===== config.mk =====
export PLATFORM = sky130hd
export DESIGN_NAME = spi_master
export DESIGN_NICKNAME = d
export VERILOG_FILES = /design/src/rtl/spi_pkg.sv /design/src/rtl/spi_clkgen.sv /design/src/rtl/spi_master.sv
export SDC_FILE = /design/constraint.sdc
export NUM_CORES = 1
export LEC_CHECK = 0
export CAP_MARGIN = 5
export CELL_PAD_IN_SITES_DETAIL_PLACEMENT = 0
export CELL_PAD_IN_SITES_GLOBAL_PLACEMENT = 1
export CORE_UTILIZATION = 38
export DETAILED_ROUTE_END_ITERATION = 16
export PLACE_DENSITY_LB_ADDON = 0.05
export RECOVER_POWER = 100
export SYNTH_ARGS = -nofsm -noshare
export SYNTH_HDL_FRONTEND = slang
export SYNTH_HIERARCHICAL = 1
export SYNTH_SLANG_ARGS = --single-unit

===== constraint.sdc =====
create_clock -name clk -period 3.1 [get_ports clk]
set_input_delay 0.31 -clock clk [delete_from_list [all_inputs] [get_ports clk]]
set_output_delay 0.31 -clock clk [all_outputs]
set_load 0.02 [all_outputs]

===== src/rtl/spi_pkg.sv =====
// Shared SPI definitions: FSM state encoding, spcon bit positions and byte framing.
// Latency: n/a (types and constants only).
// Backpressure: n/a.
package spi_pkg;

   // Transfer sequencing states of the master
   typedef enum logic [2:0] {
      IDLE,
      SETUP,
      XFER,
      HOLD,
      GAP
   } state_t;

   // Bit positions inside the spcon control word; bits 7:3 are reserved
   localparam int CPOL_BIT = 2;
   localparam int CPHA_BIT = 1;
   localparam int SPEN_BIT = 0;

   // One byte is framed by 16 SCK edges (8 latch + 8 shift)
   localparam int            EDGE_CNT_W     = 5;
   localparam logic [EDGE_CNT_W-1:0] EDGES_PER_BYTE = 5'd16;

   // With cpha=0 the odd edges sample, with cpha=1 the even edges sample.
   function automatic logic is_latch_edge(input logic edge_odd, input logic cpha);
      return edge_odd ^ cpha;
   endfunction

endpackage


===== src/rtl/spi_clkgen.sv =====
// SCK half-period timer: one-cycle tick every HALF_PERIOD clk cycles while enabled.
// Latency: first tick HALF_PERIOD cycles after en rises; reloads whenever en is low.
// Backpressure: none; free-running while enabled.
//
// Ports:
//   clk   system clock
//   rst_n synchronous active-low reset
//   en    run the down-counter; low holds it at the reload value
//   tick  single-cycle strobe marking the end of a half-period
module spi_clkgen #(
   parameter int HALF_PERIOD = 4
) (
   input  logic clk,
   input  logic rst_n,
   input  logic en,
   output logic tick
);

   localparam int            CW     = $clog2(HALF_PERIOD);
   localparam logic [CW-1:0] RELOAD = CW'(HALF_PERIOD - 1);

   logic [CW-1:0] cnt;

   // The counter also reloads on its own tick, so a restart from the last
   // tick of one phase straight into the next phase keeps exact spacing.
   always_ff @(posedge clk) begin
      if (!rst_n) begin
         cnt <= RELOAD;
      end else if (!en || cnt == '0) begin
         cnt <= RELOAD;
      end else begin
         cnt <= cnt - CW'(1);
      end
   end

   assign tick = en && (cnt == '0);

endmodule


===== src/rtl/spi_master.sv =====
// Byte-wide SPI master, all four CPOL/CPHA modes, MSB first, full duplex.
// Latency: start to tr_done_m = 17*HALF_PERIOD+1 cycles; busy low after 18*HALF_PERIOD+1.
// Backpressure: start is accepted only when idle (or on the final GAP cycle); otherwise dropped.
//
// Ports:
//   clk, rst_n    system clock, synchronous active-low reset
//   data_m        byte to send, captured on an accepted start
//   spcon_m       control word {reserved[7:3], cpol, cpha, spen}, captured on an accepted start
//   start         single-cycle transfer request
//   busy          high from accepted start through the end of the inter-frame gap
//   tr_done_m     one-cycle completion pulse
//   data_r_m      received byte, updated together with tr_done_m
//   miso, mosi    serial data in / out
//   sck, ssn      SPI clock and active-low slave select
module spi_master
   import spi_pkg::*;
#(
   parameter int HALF_PERIOD = 4   // legal range 4..255
) (
   input  logic       clk,
   input  logic       rst_n,
   input  logic [7:0] data_m,
   input  logic [7:0] spcon_m,
   input  logic       start,
   output logic       busy,
   output logic       tr_done_m,
   output logic [7:0] data_r_m,
   input  logic       miso,
   output logic       mosi,
   output logic       sck,
   output logic       ssn
);

   state_t                state;
   state_t                state_nxt;
   logic                  tick;
   logic                  clk_en;
   logic                  start_ok;
   logic                  accept;
   logic                  do_edge;
   logic                  do_latch;
   logic                  do_shift;
   logic                  finish;
   logic                  release_bus;
   logic                  cpha_q;
   logic [EDGE_CNT_W-1:0] edge_cnt;
   logic [EDGE_CNT_W-1:0] edge_nxt;
   logic [7:0]            tx_sr;
   logic [7:0]            rx_sr;
   logic                  spcon_unused;

   // Reserved control bits are deliberately ignored.
   assign spcon_unused = ^spcon_m[7:3];

   assign start_ok = start && spcon_m[SPEN_BIT];
   assign edge_nxt = edge_cnt + 5'd1;
   assign clk_en   = (state != IDLE);

   spi_clkgen #(
      .HALF_PERIOD (HALF_PERIOD)
   ) u_clkgen (
      .clk   (clk),
      .rst_n (rst_n),
      .en    (clk_en),
      .tick  (tick)
   );

   always_ff @(posedge clk) begin
      if (!rst_n) begin
         state <= IDLE;
      end else begin
         state <= state_nxt;
      end
   end

   always_comb begin
      state_nxt   = state;
      accept      = 1'b0;
      do_edge     = 1'b0;
      finish      = 1'b0;
      release_bus = 1'b0;
      case (state)
         IDLE: begin
            if (start_ok) begin
               accept    = 1'b1;
               state_nxt = SETUP;
            end
         end
         SETUP: begin
            // End of setup is SCK edge 1.
            if (tick) begin
               do_edge   = 1'b1;
               state_nxt = XFER;
            end
         end
         XFER: begin
            if (tick) begin
               do_edge = 1'b1;
               if (edge_nxt == EDGES_PER_BYTE) begin
                  state_nxt = HOLD;
               end
            end
         end
         HOLD: begin
            if (tick) begin
               finish    = 1'b1;
               state_nxt = GAP;
            end
         end
         GAP: begin
            // The cycle busy falls is also the earliest slot for the next
            // start, so a back-to-back request keeps ssn high exactly one gap.
            if (tick) begin
               if (start_ok) begin
                  accept    = 1'b1;
                  state_nxt = SETUP;
               end else begin
                  release_bus = 1'b1;
                  state_nxt   = IDLE;
               end
            end
         end
         default: begin
            state_nxt = IDLE;
         end
      endcase
   end

   assign do_latch = do_edge && is_latch_edge(edge_nxt[0], cpha_q);
   // With cpha=0 edge 16 is a shift-phase edge but there is nothing left to drive.
   assign do_shift = do_edge && !do_latch && (edge_nxt != EDGES_PER_BYTE);

   always_ff @(posedge clk) begin
      if (!rst_n) begin
         sck       <= 1'b0;
         ssn       <= 1'b1;
         mosi      <= 1'b0;
         busy      <= 1'b0;
         tr_done_m <= 1'b0;
         data_r_m  <= 8'h00;
         tx_sr     <= 8'h00;
         rx_sr     <= 8'h00;
         cpha_q    <= 1'b0;
         edge_cnt  <= '0;
      end else begin
         tr_done_m <= finish;
         if (accept) begin
            // sck itself carries the latched cpol: 16 toggles return it there.
            tx_sr    <= data_m;
            cpha_q   <= spcon_m[CPHA_BIT];
            sck      <= spcon_m[CPOL_BIT];
            mosi     <= data_m[7];
            ssn      <= 1'b0;
            busy     <= 1'b1;
            edge_cnt <= '0;
         end else begin
            if (state == IDLE) begin
               sck <= spcon_m[CPOL_BIT];
            end
            if (do_edge) begin
               sck      <= ~sck;
               edge_cnt <= edge_nxt;
            end
            // miso is the value present just before this edge toggles sck.
            if (do_latch) begin
               rx_sr <= {rx_sr[6:0], miso};
            end
            // cpha=0 already put bit 7 out during setup, so its first shift
            // edge drives bit 6; cpha=1 drives bit 7 on edge 1.
            if (do_shift) begin
               mosi  <= cpha_q ? tx_sr[7] : tx_sr[6];
               tx_sr <= {tx_sr[6:0], 1'b0};
            end
            if (finish) begin
               ssn      <= 1'b1;
               data_r_m <= rx_sr;
            end
            if (release_bus) begin
               busy <= 1'b0;
            end
         end
      end
   end

endmodule


Yosys cells after proc, flatten, opt, wreduce, memory -nomap -nowiden
Cells that the tools add are included.

storage, ports and cells
  register bits = 40
  output and inout bits = 13
  input port bits = 20
  word-level logic and storage cells = 80

cells by class
  reduce and logical (&&, ||, !) cells = 21
  mux-type cells = 29
  bitwise logic cells = 4
  add/sub/neg operators = 2
  equal/unequal tests = 12

operators with widths
  cell                                                 number
  two-way mux 1 bit                                    19
  two-way mux 3 bit                                    6
  two-way mux 8 bit                                    2
  case mux 3 bit (5 select lines)                      1
  != test 2 bit, second input constant                 6
  equality test 3 x 2 -> 1 bit, second input constant  2
  AND reduction 6 bit                                  1
  nonzero test 2 bit                                   3
  nonzero test 3 bit                                   2
  OR reduction 2 bit                                   3
  adder 5 x 1 -> 5 bit, second input constant          1
  equality test 5 bit, second input constant           1
  logical AND 1 bit                                    5
  != test 5 bit, second input constant                 1
  AND reduction 2 bit                                  2
  equality test 3 x 1 -> 1 bit, second input constant  1
  equality test 3 bit, second input constant           1
  logical NOT 3 bit                                    1
  NOT 1 bit                                            3
  logical NOT 1 bit                                    2
  logical NOT 2 bit                                    1
  case mux 1 bit (2 select lines)                      1
  subtractor 2 x 1 -> 2 bit, second input constant     1
  logical OR 1 bit                                     1
  bitwise XOR 1 bit                                    1

Logic depth before layout (Yosys ltp)
  depth after elaboration = 10
  gate-level depth with buffers = 10
  gate-level depth less buffers = 8

Modules after synthesis
Netlist, hierarchy kept.

by module, submodules not included
  module      times used  cells an instance  seq. area each (um2)  area an instance (um2)
  spi_master  1           200                760.7                 1690.4
  spi_clkgen  1           8                  40.0                  83.8

Least setup slack after synthesis
Ideal clock, no wire load.

  path type = register -> register
  from = reg state[2]
  to = reg tx_sr[7]
  buffers on the path = 3
  library setup time = 0.088 ns
  required time = 3.012 ns
  slack = 0.761 ns
  arrival = 2.251 ns
  cell stages (with the launch flop) = 10
  period minus slack after synthesis = 2.339 ns
  cell sequence = dfxtp_1 > clkbuf_1 > or3_1 > and2_1 > clkbuf_1 > or3b_4 > a311oi_4 > buf_6 > nor3_2 > a311oi_2

between the ends
  longest elaborated chain between the ends = 9
  elaborated cells on any way between the ends = 17
  those cells by class = 3 x eq/ne; 5 x mux; 9 x reduce/logical

RTL lines
  item                                 line                                source
  from (decl)                          spi_master.sv:34                    state_t state;
  from (signal assigned)               spi_master.sv:72                    state <= state_nxt;
  nonzero test 3 bit *                 spi_master.sv:57                    assign clk_en = (state != IDLE);
  net clk_en                           spi_master.sv:37                    logic clk_en;
  logical AND 1 bit *                  spi_clkgen.sv:36                    assign tick = en && (cnt == '0);
  net tick                             spi_master.sv:36                    logic tick;
  two-way mux 1 bit                    spi_master.sv:91, spi_master.sv:97
  two-way mux 1 bit                    --
  logical AND 1 bit                    spi_master.sv:129                   assign do_latch = do_edge && is_latch_edge(edge_nxt[0], cpha_q);
  logical NOT 1 bit                    spi_master.sv:131                   assign do_shift = do_edge && !do_latch && (edge_nxt != EDGES_PER_BYTE);
  logical AND 1 bit (2 in a row)       spi_master.sv:131
  nonzero test 2 bit (no source line)  --
  to (signal assigned)                 spi_master.sv:149                   tx_sr <= data_m;
  to (signal assigned)                 spi_master.sv:172                   tx_sr <= {tx_sr[6:0], 1'b0};
  to (decl)                            spi_master.sv:48                    logic [7:0] tx_sr;

Mark *: on every way through the listed nets, which the timed path passes. The rest lies on a longest branch.
A chain may end at the register's enable or synchronous reset.

Worst setup path in the final report
  from = reg state[2]
  to = reg tx_sr[6]

Same word-level chain as after synthesis.

==> flow_metrics.py <==
metrics = {
    "outcome": {
        "status": "complete, no violations",
    },
    "detailed_routing": {
        "drt-total-wl_mm": 3.68,
        "viasPerCell": 5.21,
        "initialDrtViolationCount": 60,
        "vias": 1500,
        "dr.pass1.iters": 4,
        "postRouteAntennaNets": 0,
        "drc": 0,
        "wire_per_inst_um": 12.8,
    },
    "sta": {
        "finalCritPeriodShare_pct": 86.5,
        "maxSlewHeadroom_pct": 58.7,
        "worst_slew_pin_slew_ns": 0.617,
        "fin_skew_ns": 0.00507,
        "max_freq_ghz": 0.373,
        "rsz0062_at_grt": "no",
        "post-route-min-period_ns": 2.68,
        "hold_viol": 0,
        "tns_ns": 0,
        "slew_violations": 0,
        "setup_viol": 0,
    },
    "synth": {
        "synth_area_leader_cell": "dfxtp_1",
        "synth_top_area_share_pct": 45.1,
        "ys_seq_elements": 40,
        "synth_area_sq_um": 1770,
        "synth-edff-count": 0,
        "synth_nets": 231,
        "avgSynthCellArea_sq_um": 8.53,
        "yosys_warnings": 6,
        "yosysUniqueCellTypes": 36,
        "yosys-top-cells-area": "dfxtp_1 (45%), nand2_1 (9.5%), a21oi_1 (4.8%)",
        "synthCells": 208,
        "yosysSeqAreaShare_pct": 45.1,
        "synthFlopType": "dfxtp_1",
        "async_flop_share_pct": 0,
    },
    "place": {
        "place_hpwl_mm": 2.61,
        "io_buffers": 27,
        "placed_cells": 280,
        "globalplace.congestion": 0.743,
    },
    "setup_path": {
        "worst_setup_path_start_kind": "flop",
        "arrival_ns": 2.87,
        "crit_fanout": 10,
        "worstPathRequired_ns": 3.29,
        "critPathCaptureType": "flop",
        "critPathKind": "flop to flop",
    },
    "run": {
        "drv_cap": 0,
    },
    "finish": {
        "fin_nets": 258,
        "final_cells": 288,
        "drive_above_1_share_pct": 6.36,
        "n_antenna_cell": 0,
        "syn2layout_area_growth_pct": 24.0,
    },
    "clocking": {
        "clock-root-buffer": "clkbuf_8",
        "insertion_delay_ns": 0.29,
        "postCtsSetupBuffers": 0,
        "path_clk_slew_ns": 0.08,
        "hold_buffers": 0,
        "cts.repair.resized": 0,
        "cts_buffers": 5,
        "cts_tree": "built",
        "clockBufferDepth": 2,
        "cts_max_level": 2,
        "cts.sinks": 40,
    },
    "pwr": {
        "vdd_ir_drop_max_v": 0.000360,
        "powerDensity_nw_per_um2": 495,
        "p_leak_nw": 0.838,
        "power.total_mw": 1.09,
    },
    "global_routing": {
        "grt_antenna_before_repair": 0,
        "grt_util_all_layers_pct": 16.2,
        "grt_pass1_vias": 1438,
        "gr-total-overflow": 0,
        "grt_first_pass_wirelength_mm": 6.31,
        "grt_max_degree": 17,
    },
    "die": {
        "core_region_area_sq_um": 4410,
        "die-width_um": 70.3,
        "die_h_um": 70.3,
        "die_area_sq_um": 4950,
        "row_count": 24,
        "pin_count": 33,
        "start_util_pct": 40.2,
    },
    "min_path": {
        "hp-class": "flop to flop",
    },
}
==> state kept, by name, indices dropped and copies added (netlist names) <==
register      cells
tx_sr             8
u_clkgen/cnt      2
ssn               1
cpha_q            1
busy              1
mosi              1
rx_sr             8
sck               1
tr_done_m         1
state             3
data_r_m          8
edge_cnt          5
==> layout by cell type, fill, tap and decap left out, types with 2 or more instances in the layout <==
cell,synthesis,final
nor3_1,3,3
inv_1,4,4
nor2_1,14,14
nand3_1,13,13
o21a_1,7,7
a21boi_0,4,4
nand4_1,2,2
o21ai_0,6,6
buf_4,1,4
nor3b_1,2,2
dlygate4sd3_1,0,13
xor2_1,4,4
a22o_1,6,6
dfxtp_1,40,40
nand4b_1,2,2
nand2_1,45,45
xnor2_1,5,5
clkbuf_8,0,7
a21oi_1,17,17
clkdlybuf4s50_1,0,14
ha_1,3,3
mux2i_1,2,2
nand2b_1,3,3
==> synth_stat cells (2+ instances only) <==
cell      instances
nand3_1          13
a21boi_0          4
a21oi_1          17
and2_1            2
nand2b_1          3
buf_6             2
clkbuf_1          7
nand4_1           2
nand2_1          45
nor3b_1           2
buf_2             2
dfxtp_1          40
o21ai_0           6
nor3_1            3
ha_1              3
xnor2_1           5
xor2_1            4
nor2_1           14
nand4b_1          2
mux2i_1           2
inv_1             4
o21a_1            7
a22o_1            6
==> final timing paths <==
path | startpoint | cells past startpoint | to | slack (ns)
hold reg to reg | u_clkgen/cnt[0] | 1 | u_clkgen/cnt[0] | 0.43
setup reg to reg | state[2] | 7 | tx_sr[6] | 0.42
hold / removal | u_clkgen/cnt[0] | 1 | u_clkgen/cnt[0] | 0.43
setup / recovery | state[2] | 7 | tx_sr[6] | 0.42
==> metrics by stage <==
step / hold WS (ns) / util (%) / worst slack, ns / cell area (sq um)
6_report: 0.427 / 49.9 / 0.417 / 2200
5_1_grt: 0.469 / 49.9 / 0.231 / 2200
4_1_cts: 0.431 / 50.0 / 0.536 / 2210
3_5_place_dp: 0.410 / 47.1 / 0.563 / 2080
3_3_place_gp: 0.403 / 47.1 / 0.577 / 2080
2_1_floorplan: 0.393 / - / 0.761 / 1770
==> per-layer routing <==
| metal | GRT usage [%] | wire (um) | vias up |
|---|---|---|---|
| li1 | - | - | 769 |
| met1 | 19.3 | 1690 | 687 |
| met2 | 27.1 | 1770 | 36 |
| met3 | 4.04 | 146 | 8 |
| met4 | 7.33 | 74 | 0 |
| met5 | 0 | 0 | - |
==> where the power goes <==
group          internal [mW]  switching [mW]
Combinational         0.0448          0.0475
Clock                  0.284           0.175
Sequential             0.527          0.0106
==> worst max-delay path: stages, from the launching register on <==
cell and delay [ns]:
dfxtp_1 0.51, or3_1 0.25, and2_0 0.39, or3b_1 0.48, a311oi_4 0.49, buf_4 0.23, nor2_1 0.05, o21a_1 0.18
==> kinds of logic (layout without fill, tap and decap cells) <==
kind of cell	after synthesis	after routing	share of synthesized area, %
AND/OR/NAND/NOR	91	91	23.6
flip-flops	40	40	45.1
buffers and inverters	16	44	4.58
XOR/XNOR	9	9	4.44
multiplexers	2	2	1.13
AO/OA/AOI/OAI	47	47	19.0
adder cells (fa/ha/maj)	3	3	2.12
==> final cells by class <==
class	instances	area [sq um]
fill	428	2210
multi-input combinational	152	890
sequential	40	801
timing repair buffer	32	304
clock buffer	7	96.3
tap	52	65.1
clock inverter	1	30.0
inverter	4	15.0
No activity file was read; power rests on OpenSTA's default activity.
